[src/rtl/hazard_unit.sv]
// hazard_unit: operand forwarding, load-use/control hazard stalls and flushes, data-memory wait FSM with timeout, event counters
module hazard_unit #(
  parameter int CNT_W       = 16,
  parameter int MEM_TIMEOUT = 15
) (
  input  logic             clk,
  input  logic             rst,
  input  logic [4:0]       Rs1D,
  input  logic [4:0]       Rs2D,
  input  logic [4:0]       Rs1E,
  input  logic [4:0]       Rs2E,
  input  logic [4:0]       RdE,
  input  logic [4:0]       RdM,
  input  logic [4:0]       RdW,
  input  logic             RegWriteM,
  input  logic             RegWriteW,
  input  logic [1:0]       ResultSrcE,
  input  logic             LuiM,
  input  logic [1:0]       PCSrcE,
  input  logic             MemAccessM,
  input  logic             mem_ready,
  input  logic             clr_cnt,
  output logic             StallF,
  output logic             StallD,
  output logic             StallE,
  output logic             StallM,
  output logic             FlushD,
  output logic             FlushE,
  output logic             FlushW,
  output logic [1:0]       ForwardAE,
  output logic [1:0]       ForwardBE,
  output logic             mem_err,
  output logic             busy,
  output logic [CNT_W-1:0] stall_cycles,
  output logic [CNT_W-1:0] flush_cycles
);
  localparam int WW = $clog2(MEM_TIMEOUT + 1);
  typedef enum logic {RUN, MWAIT} state_t;
  state_t state_q, state_d;
  logic [WW-1:0] wait_cnt_q, wait_cnt_d;
  logic ign_q, ign_d;
  logic [CNT_W-1:0] stall_cnt_q, stall_cnt_d, flush_cnt_q, flush_cnt_d;
  logic tmo, mwait, load_use, ctrl;
  function automatic logic [1:0] fwd(input logic [4:0] rs, input logic [4:0] rd_m, input logic [4:0] rd_w,
                                     input logic we_m, input logic we_w, input logic lui);
    return (we_m && rd_m != 5'd0 && rd_m == rs) ? {1'b1, lui} :
           (we_w && rd_w != 5'd0 && rd_w == rs) ? 2'b01 : 2'b00;
  endfunction
  always_comb begin
    tmo = state_q == MWAIT && !mem_ready && wait_cnt_q == WW'(MEM_TIMEOUT - 1);
    mwait = (state_q == RUN) ? (MemAccessM && !mem_ready && !ign_q) : (!mem_ready && !tmo);
    load_use = ResultSrcE == 2'b01 && RdE != 5'd0 && (RdE == Rs1D || RdE == Rs2D);
    ctrl = PCSrcE != 2'b00;
    StallF = rst && (mwait || (load_use && !ctrl));
    StallD = StallF;
    StallE = rst && mwait;
    StallM = StallE;
    FlushD = !rst || (!mwait && ctrl);
    FlushE = !rst || (!mwait && (ctrl || load_use));
    FlushW = !rst || mwait || tmo;
    ForwardAE = rst ? fwd(Rs1E, RdM, RdW, RegWriteM, RegWriteW, LuiM) : 2'b00;
    ForwardBE = rst ? fwd(Rs2E, RdM, RdW, RegWriteM, RegWriteW, LuiM) : 2'b00;
    mem_err = rst && tmo;
    busy = rst && state_q == MWAIT;
    state_d = mwait ? MWAIT : RUN;
    wait_cnt_d = (state_q == RUN) ? '0 : wait_cnt_q + 1'b1;
    ign_d = tmo;
    stall_cnt_d = clr_cnt ? '0 : (StallF && !(&stall_cnt_q)) ? stall_cnt_q + 1'b1 : stall_cnt_q;
    flush_cnt_d = clr_cnt ? '0 : (FlushD && !(&flush_cnt_q)) ? flush_cnt_q + 1'b1 : flush_cnt_q;
    stall_cycles = stall_cnt_q;
    flush_cycles = flush_cnt_q;
  end
  always_ff @(posedge clk) begin
    if (!rst) begin
      state_q <= RUN;
      wait_cnt_q <= '0;
      ign_q <= 1'b0;
      stall_cnt_q <= '0;
      flush_cnt_q <= '0;
    end else begin
      state_q <= state_d;
      wait_cnt_q <= wait_cnt_d;
      ign_q <= ign_d;
      stall_cnt_q <= stall_cnt_d;
      flush_cnt_q <= flush_cnt_d;
    end
  end
endmodule

[config.mk]
export PLATFORM = sky130hd
export DESIGN_NAME = hazard_unit
export DESIGN_NICKNAME = d
export VERILOG_FILES = /design/src/rtl/hazard_unit.sv
export SDC_FILE = /design/constraint.sdc
export NUM_CORES = 1
export LEC_CHECK = 0
export ABC_AREA = 0
export CORE_ASPECT_RATIO = 0.5
export CORE_UTILIZATION = 35
export DETAILED_ROUTE_END_ITERATION = 12
export PLACE_DENSITY_LB_ADDON = 0.05
export SLEW_MARGIN = 0
export SYNTH_ARGS = -nofsm -noshare
export SYNTH_HDL_FRONTEND = slang
export SYNTH_SLANG_ARGS = --single-unit
[constraint.sdc]
create_clock -name clk -period 2.95 [get_ports clk]
set_input_delay 0.59 -clock clk [delete_from_list [all_inputs] [get_ports clk]]
set_output_delay 0.59 -clock clk [all_outputs]
set_load 0.02 [all_outputs]
==> results of run 1 <==
## layout by cell type, fill, tap and decap left out, drive strengths merged, types with 3 or more instances in the layout
cell type	netlist	final
dlygate4sd2	0	7
a41o	4	4
o21ai	10	10
nand3	21	21
ha	4	4
or4	11	11
a21oi	8	8
and3	8	8
nor3	5	5
xor2	37	37
xnor2	9	9
o31ai	3	3
nor2	34	34
buf	6	48
clkbuf	5	10
nand4	11	11
or3	3	3
nor4	3	3
nand2	23	23
clkdlybuf4s50	0	64
mux2i	4	4
nand2b	5	5
clkdlybuf4s15	0	8
a31oi	4	4
inv	7	7
dfxtp	38	38
## power breakdown
part	total, W	leakage, nW	switching [W]	internal [W]
sequential	0.000520	0.306	0.00000380	0.000517
clock	0.000711	0.0971	0.000204	0.000507
combinational	0.000228	1.14	0.0000986	0.000130
## state kept, by name, indices dropped and copies added, names as in the netlist
name,cells
ign_q,1
state_q,1
stall_cycles,16
wait_cnt_q,4
flush_cycles,16
## routing by layer
metal	up-vias	wire length, µm	global-route usage
li1	1286	-	-
met1	1181	2810	0.200
met2	74	3140	0.350
met3	5	360	0.0439
met4	0	39	0.0440
met5	-	0	0
## repair_timing
item | in CTS | in global routing
pin swaps | 11 | 11
setup endpoints to repair | 9 | 8
buffers inserted | 3 | 4
gates cloned | 0 | 0
gates resized for setup | 61 | 15
## area by class of cell
cell class | instances | area, µm²
timing repair buffer | 133 | 1190
tap | 88 | 110
sequential | 38 | 761
clock buffer | 6 | 139
inverter | 7 | 26.3
fill | 562 | 2470
multi-input combinational | 230 | 1530
clock inverter | 2 | 60.1
## Yosys cell counts (2+ instances only)
cell and number:
sky130_fd_sc_hd__a31oi_1 4, sky130_fd_sc_hd__a21boi_0 2, sky130_fd_sc_hd__or4_1 11, sky130_fd_sc_hd__mux2i_1 4, sky130_fd_sc_hd__nor4_1 3, sky130_fd_sc_hd__nand3_1 21
sky130_fd_sc_hd__o31ai_1 3, sky130_fd_sc_hd__o311ai_0 2, sky130_fd_sc_hd__inv_1 7, sky130_fd_sc_hd__clkbuf_1 5, sky130_fd_sc_hd__a211oi_1 2, sky130_fd_sc_hd__or3_1 3
sky130_fd_sc_hd__buf_6 2, sky130_fd_sc_hd__dfxtp_1 38, sky130_fd_sc_hd__and4_1 2, sky130_fd_sc_hd__nor3_1 5, sky130_fd_sc_hd__and2_1 2, sky130_fd_sc_hd__xnor2_1 9
sky130_fd_sc_hd__o21ai_0 10, sky130_fd_sc_hd__a41o_1 4, sky130_fd_sc_hd__nand2_1 22, sky130_fd_sc_hd__and4b_2 2, sky130_fd_sc_hd__a21oi_1 8, sky130_fd_sc_hd__buf_4 4
sky130_fd_sc_hd__nor2_1 34, sky130_fd_sc_hd__ha_1 4, sky130_fd_sc_hd__nand2b_1 5, sky130_fd_sc_hd__and3_1 8, sky130_fd_sc_hd__xor2_1 37, sky130_fd_sc_hd__nand4_1 11
sky130_fd_sc_hd__nor2b_1 2
## critical path, stage by stage
cell	delay, ns
sky130_fd_sc_hd__clkdlybuf4s15_1	0.17
sky130_fd_sc_hd__or4_1	0.51
sky130_fd_sc_hd__o21ai_2	0.16
sky130_fd_sc_hd__buf_4	0.14
sky130_fd_sc_hd__nor4_2	0.03
sky130_fd_sc_hd__or4_1	0.39
sky130_fd_sc_hd__a21boi_1	0.16
sky130_fd_sc_hd__buf_4	0.16
## final timing paths
path,from,end,depth (start not counted)
worst max-delay path,RdM[4],ForwardAE[0],8
worst min-delay path,wait_cnt_q[0]$_SDFF_PN0_,wait_cnt_q[0]$_SDFF_PN0_,1
worst max register to register,wait_cnt_q[0]$_SDFF_PN0_,stall_cycles[2]$_SDFFE_PP0P_,13
worst min register to register,wait_cnt_q[0]$_SDFF_PN0_,wait_cnt_q[0]$_SDFF_PN0_,1
## metrics by stage
step | hold WS (ns) | util
4_1_cts | 0.477 | 0.604
5_1_grt | 0.494 | 0.607
6_report | 0.471 | 0.607
3_3_place_gp | 0.446 | 0.569
2_1_floorplan | 0.430 | -
3_5_place_dp | 0.464 | 0.569
## kinds of logic (layout without fill, tap and decap cells)
kind of cell	count (synthesis)	in the layout	share of synthesized area
xor gates and xnor gates	46	46	0.170
DFF	38	38	0.322
and+or+nand+nor	135	135	0.303
AOI/OAI and AO/OA	41	41	0.125
buffers and inverters	18	148	0.0413
adders and majority gates	4	4	0.0212
muxes	4	4	0.0169
==> impl_metrics.ini, run 1 <==
[run_status]
result_of_the_run = finished, final reports clean

[sta]
period_needed_ns = 2.91
finalSetupViolations = 0
slew_violations = 0
postLayoutSetupSlackWorst_ns = 0.0410
slew-limit-headroom = 0.635
hold_viol_final = 0
setup_total_negative_slack_ns = 0
post-route-period-util = 0.986
worst_clock_skew_ns = 0.00540
timing.fmax_mhz = 344
tightestPinTransition_ns = 0.543

[clock_network]
cts.sinks = 38
cts_root_buffer = sky130_fd_sc_hd__clkbuf_16
worstSkewPairLatency_ns = 0.28
cts_max_level = 2
ctsLongestPathBuffers = 2
hold_buffers = 0
tritoncts = built
clk_pin_slew_ns = 0.05
inserted_clock_buffers = 5

[place]
place_worst_setup_slack_ns = -0.835
place.gp.congestion = 0.796
placed_cells = 489
post-dp-hpwl_um = 4950
placement.io_buffers = 91
postPlaceCellArea_um2 = 3580

[power]
power.ir.vdd_worst_uv = 189
pwr_density_cell_nw_per_um2 = 383
power_w = 0.00146
p_leak_nw = 1.55

[logic_synthesis]
synth_enable_flop_cells = 0
seq_area_frac_synth = 0.322
syn_area_per_cell_um2 = 8.26
syn_inst = 286
synthDistinctLibCells = 41
synth_top_cells_by_area = sky130_fd_sc_hd__dfxtp_1 (32%), sky130_fd_sc_hd__xor2_1 (14%), sky130_fd_sc_hd__nor2_1 (5.4%)
syn-num-nets = 337
postSynth.asyncResetShare = 0
synth_top_cell_by_area = sky130_fd_sc_hd__dfxtp_1
ys.warnings.count = 0
synth_seq_cells = 38
netlist.area_leader.share = 0.322
syn_area_um2 = 2360
yosys_most_used_dff = sky130_fd_sc_hd__dfxtp_1

[worst_setup_path]
setup_slack_on_the_worst_flop_to_flop_path_ns = 0.56
critical_path_peak_fanout = 2
crit_arrival_ns = 2.32
crit_end_element = output pin
timing.critical_path.from_type = input pin
worstPathRequired_ns = 2.36
crit_type = input pin to output pin

[floorplanning]
placeableCoreArea_um2 = 6280
die_w_um = 118
die-area_um2 = 7110
die_h_um = 60.1
initial_utilization = 0.376
pin_count = 92
std_cell_rows = 20

[global_route]
grt_overall_usage = 0.179
wire_length_of_the_first_global_routing_pass_um = 10200
vias_in_the_first_global_route = 2383
antenna_found_initial = 0
pin_count_of_the_biggest_net_entering_global_routing = 27
grt_remaining_overflow = 0

[routing]
post_drt_via_cell_ratio = 5.05
route.detailed.wl_per_inst_um = 12.6
detail-route-antenna-nets = 0
first_pass_iters = 4
detailroute.via_count = 2546
detail_route.drc_violations = 0
drt_iter0_drc = 160
drt_wl_total_um = 6350

[cells_and_area]
stdcell_area_um2 = 3810
area.growth.synth_to_final_pct = 61.3
fin_nets = 466
layoutNonFillerInstCount = 504
num_antenna_cells = 0
layout_cells_sized_above_1 = 0.171

[job]
cap_violations = 0

[worst_hold_path]
min-delay-path-class = flop to flop
No activity file was read; power rests on OpenSTA's default activity.
==> run 2: changes to the inputs <==
--- a/config.mk
+++ b/config.mk
@@ -9,7 +9,9 @@
 export CORE_ASPECT_RATIO = 0.5
 export CORE_UTILIZATION = 35
 export DETAILED_ROUTE_END_ITERATION = 12
+export DONT_BUFFER_PORTS = 1
 export PLACE_DENSITY_LB_ADDON = 0.05
+export SKIP_CTS_REPAIR_TIMING = 1
 export SLEW_MARGIN = 0
 export SYNTH_ARGS = -nofsm -noshare
 export SYNTH_HDL_FRONTEND = slang
==> run 2 against run 1 <==
Effect of this change:
- non-clock buffer count is 126 lower
- clock-buffer cell count down 1
- worst setup slack improved by 0.085 ns
- combinational power is 55% lower
- sequential share of layout area is 8.9 points higher
- fmax rose by 3.0%
- sequential power about the same
- register-to-register slack got worse by 0.12 ns
- first-iteration DRC count fell by 64%
- global-route usage decreased by 1.8 points
==> impl_metrics.ini, run 2 (same netlist as run 1, synthesis figures left out) <==
[routing]
detail_route.drc_violations = 0
detail-route-antenna-nets = 0
post_drt_via_cell_ratio = 5.43
drt_wl_total_um = 5530
detailroute.via_count = 2052
first_pass_iters = 4
drt_iter0_drc = 58
route.detailed.wl_per_inst_um = 14.6

[worst_setup_path]
setup_slack_on_the_worst_flop_to_flop_path_ns = 0.44
crit_arrival_ns = 2.23
crit_path_start = RdM[1]
timing.critical_path.from_type = input pin
crit_end_element = output pin
worstPathRequired_ns = 2.36
rr_endpoint = stall_cycles[11]$_SDFFE_PP0P_
crit_type = input pin to output pin
worst_r2r_path_depth = 9
critical_path_peak_fanout = 3
worst_r2r_startpoint = wait_cnt_q[0]$_SDFF_PN0_

[power]
power.ir.vdd_worst_uv = 267
pwr_density_cell_nw_per_um2 = 467
p_comb_frac = 0.083
p_leak_nw = 0.983
power_w = 0.00123
sw_frac_of_total = 0.222
power.switching_w = 0.000273
p_int_w = 0.000957
portion_of_total_power_attributed_to_the_clock_network = 0.492
seqPwrFrac = 0.425

[sta]
period_needed_ns = 2.82
grt_setup_unrepaired = false
worst_clock_skew_ns = 0.00531
timing.fmax_mhz = 354
slew-limit-headroom = 0.543
postLayoutSetupSlackWorst_ns = 0.126
finalSetupViolations = 0
setup_total_negative_slack_ns = 0
slew_violations = 0
post-route-period-util = 0.957
hold_viol_final = 0
tightestPinTransition_ns = 0.681

[global_route]
pin_count_of_the_biggest_net_entering_global_routing = 19
grt_overall_usage = 0.161
wire_length_of_the_first_global_routing_pass_um = 9060
antenna_found_initial = 0
grt_remaining_overflow = 0
vias_in_the_first_global_route = 1992

[floorplanning]
placeableCoreArea_um2 = 6280
std_cell_rows = 20
die_h_um = 60.1
die_w_um = 118
pin_count = 92
die-area_um2 = 7110
initial_utilization = 0.376

[cells_and_area]
area.growth.synth_to_final_pct = 11.4
layout.cells.most_common = sky130_fd_sc_hd__dfxtp_1
layout_cells_sized_above_1 = 0.0724
stdcell_area_um2 = 2630
num_antenna_cells = 0
layout.cells.most_common_list = sky130_fd_sc_hd__dfxtp_1 (38), sky130_fd_sc_hd__xor2_1 (37), sky130_fd_sc_hd__nor2_1 (34), sky130_fd_sc_hd__nand2_1 (22), sky130_fd_sc_hd__nand3_1 (21)
fin_nets = 340
layoutNonFillerInstCount = 378
number_of_fill_cells = 655

[worst_hold_path]
holdPathStages = 1
worstHoldStart = wait_cnt_q[0]$_SDFF_PN0_
min-delay-path-class = flop to flop
holdPathEnd = wait_cnt_q[0]$_SDFF_PN0_

[clock_network]
ctsLongestPathBuffers = 2
worstSkewPairLatency_ns = 0.28
inserted_clock_buffers = 5
cts_max_level = 2
clk_pin_slew_ns = 0.05
tritoncts = built
cts_root_buffer = sky130_fd_sc_hd__clkbuf_16
cts.sinks = 38

[place]
post-dp-hpwl_um = 4230
placed_cells = 370
placement.io_buffers = 0
place.gp.congestion = 0.735
place_worst_setup_slack_ns = 0.0637
postPlaceCellArea_um2 = 2470

[run_status]
result_of_the_run = finished, final reports clean

[job]
cap_violations = 0
[run 2: worst max-delay path: stages]
cell and delay (ns):
sky130_fd_sc_hd__or4_1 0.51, sky130_fd_sc_hd__o21ai_1 0.18, sky130_fd_sc_hd__nor4_1 0.11, sky130_fd_sc_hd__or4_1 0.53
sky130_fd_sc_hd__a21boi_1 0.16, sky130_fd_sc_hd__buf_4 0.16
[run 2: worst max path at each step]
stage	slack (ns)	cells after the start	end
2_1_floorplan	0.09	5	ForwardAE[0]
3_3_place_gp	0.1	6	ForwardBE[0]
3_5_place_dp	0.06	6	ForwardAE[0]
4_1_cts	0.05	6	ForwardAE[0]
5_1_grt	0.05	8	StallD
6_report	0.13	6	ForwardBE[0]
[run 2: power groups by stage]
stage	registers, W	logic (W)	clock network [W]
2_1_floorplan	0.000533	0.0000884	0
3_3_place_gp	0.000534	0.000102	0
3_5_place_dp	0.000535	0.000102	0
4_1_cts	0.000523	0.000103	0.000624
5_1_grt	0.000523	0.000113	0.000642
6_report	0.000523	0.000102	0.000605
[run 2: metrics by stage]
stage	hold slack [ns]	util
3_5_place_dp	0.457	0.393
2_1_floorplan	0.430	-
4_1_cts	0.470	0.419
5_1_grt	0.498	0.419
3_3_place_gp	0.448	0.393
6_report	0.474	0.419
[run 2: area by class of cell]
| class | instances | area [µm²] | area share |
|---|---|---|---|
| clock inverters | 3 | 40.0 | 0.0152 |
| multi-input cells | 230 | 1510 | 0.572 |
| clock buffers | 5 | 125 | 0.0475 |
| well taps | 88 | 110 | 0.0418 |
| inverters | 7 | 26.3 | 0.00998 |
| repair buffers | 7 | 65.1 | 0.0247 |
| flip-flops and latches | 38 | 761 | 0.289 |
[run 2: layer usage]
layer	vias up	GRT usage	share of wire
met5	-	0	0
met4	0	0.0568	0.0067
met3	5	0.0592	0.083
met2	61	0.287	0.46
met1	954	0.182	0.45
li1	1032	-	-
==> run 3: changes to the inputs <==
--- a/config.mk
+++ b/config.mk
@@ -12,7 +12,6 @@
 export DONT_BUFFER_PORTS = 1
 export PLACE_DENSITY_LB_ADDON = 0.05
 export SKIP_CTS_REPAIR_TIMING = 1
-export SLEW_MARGIN = 0
 export SYNTH_ARGS = -nofsm -noshare
 export SYNTH_HDL_FRONTEND = slang
 export SYNTH_SLANG_ARGS = --single-unit
==> results of run 3 <==
No change in the layout: final DEF, timing and power equal those of run 2.
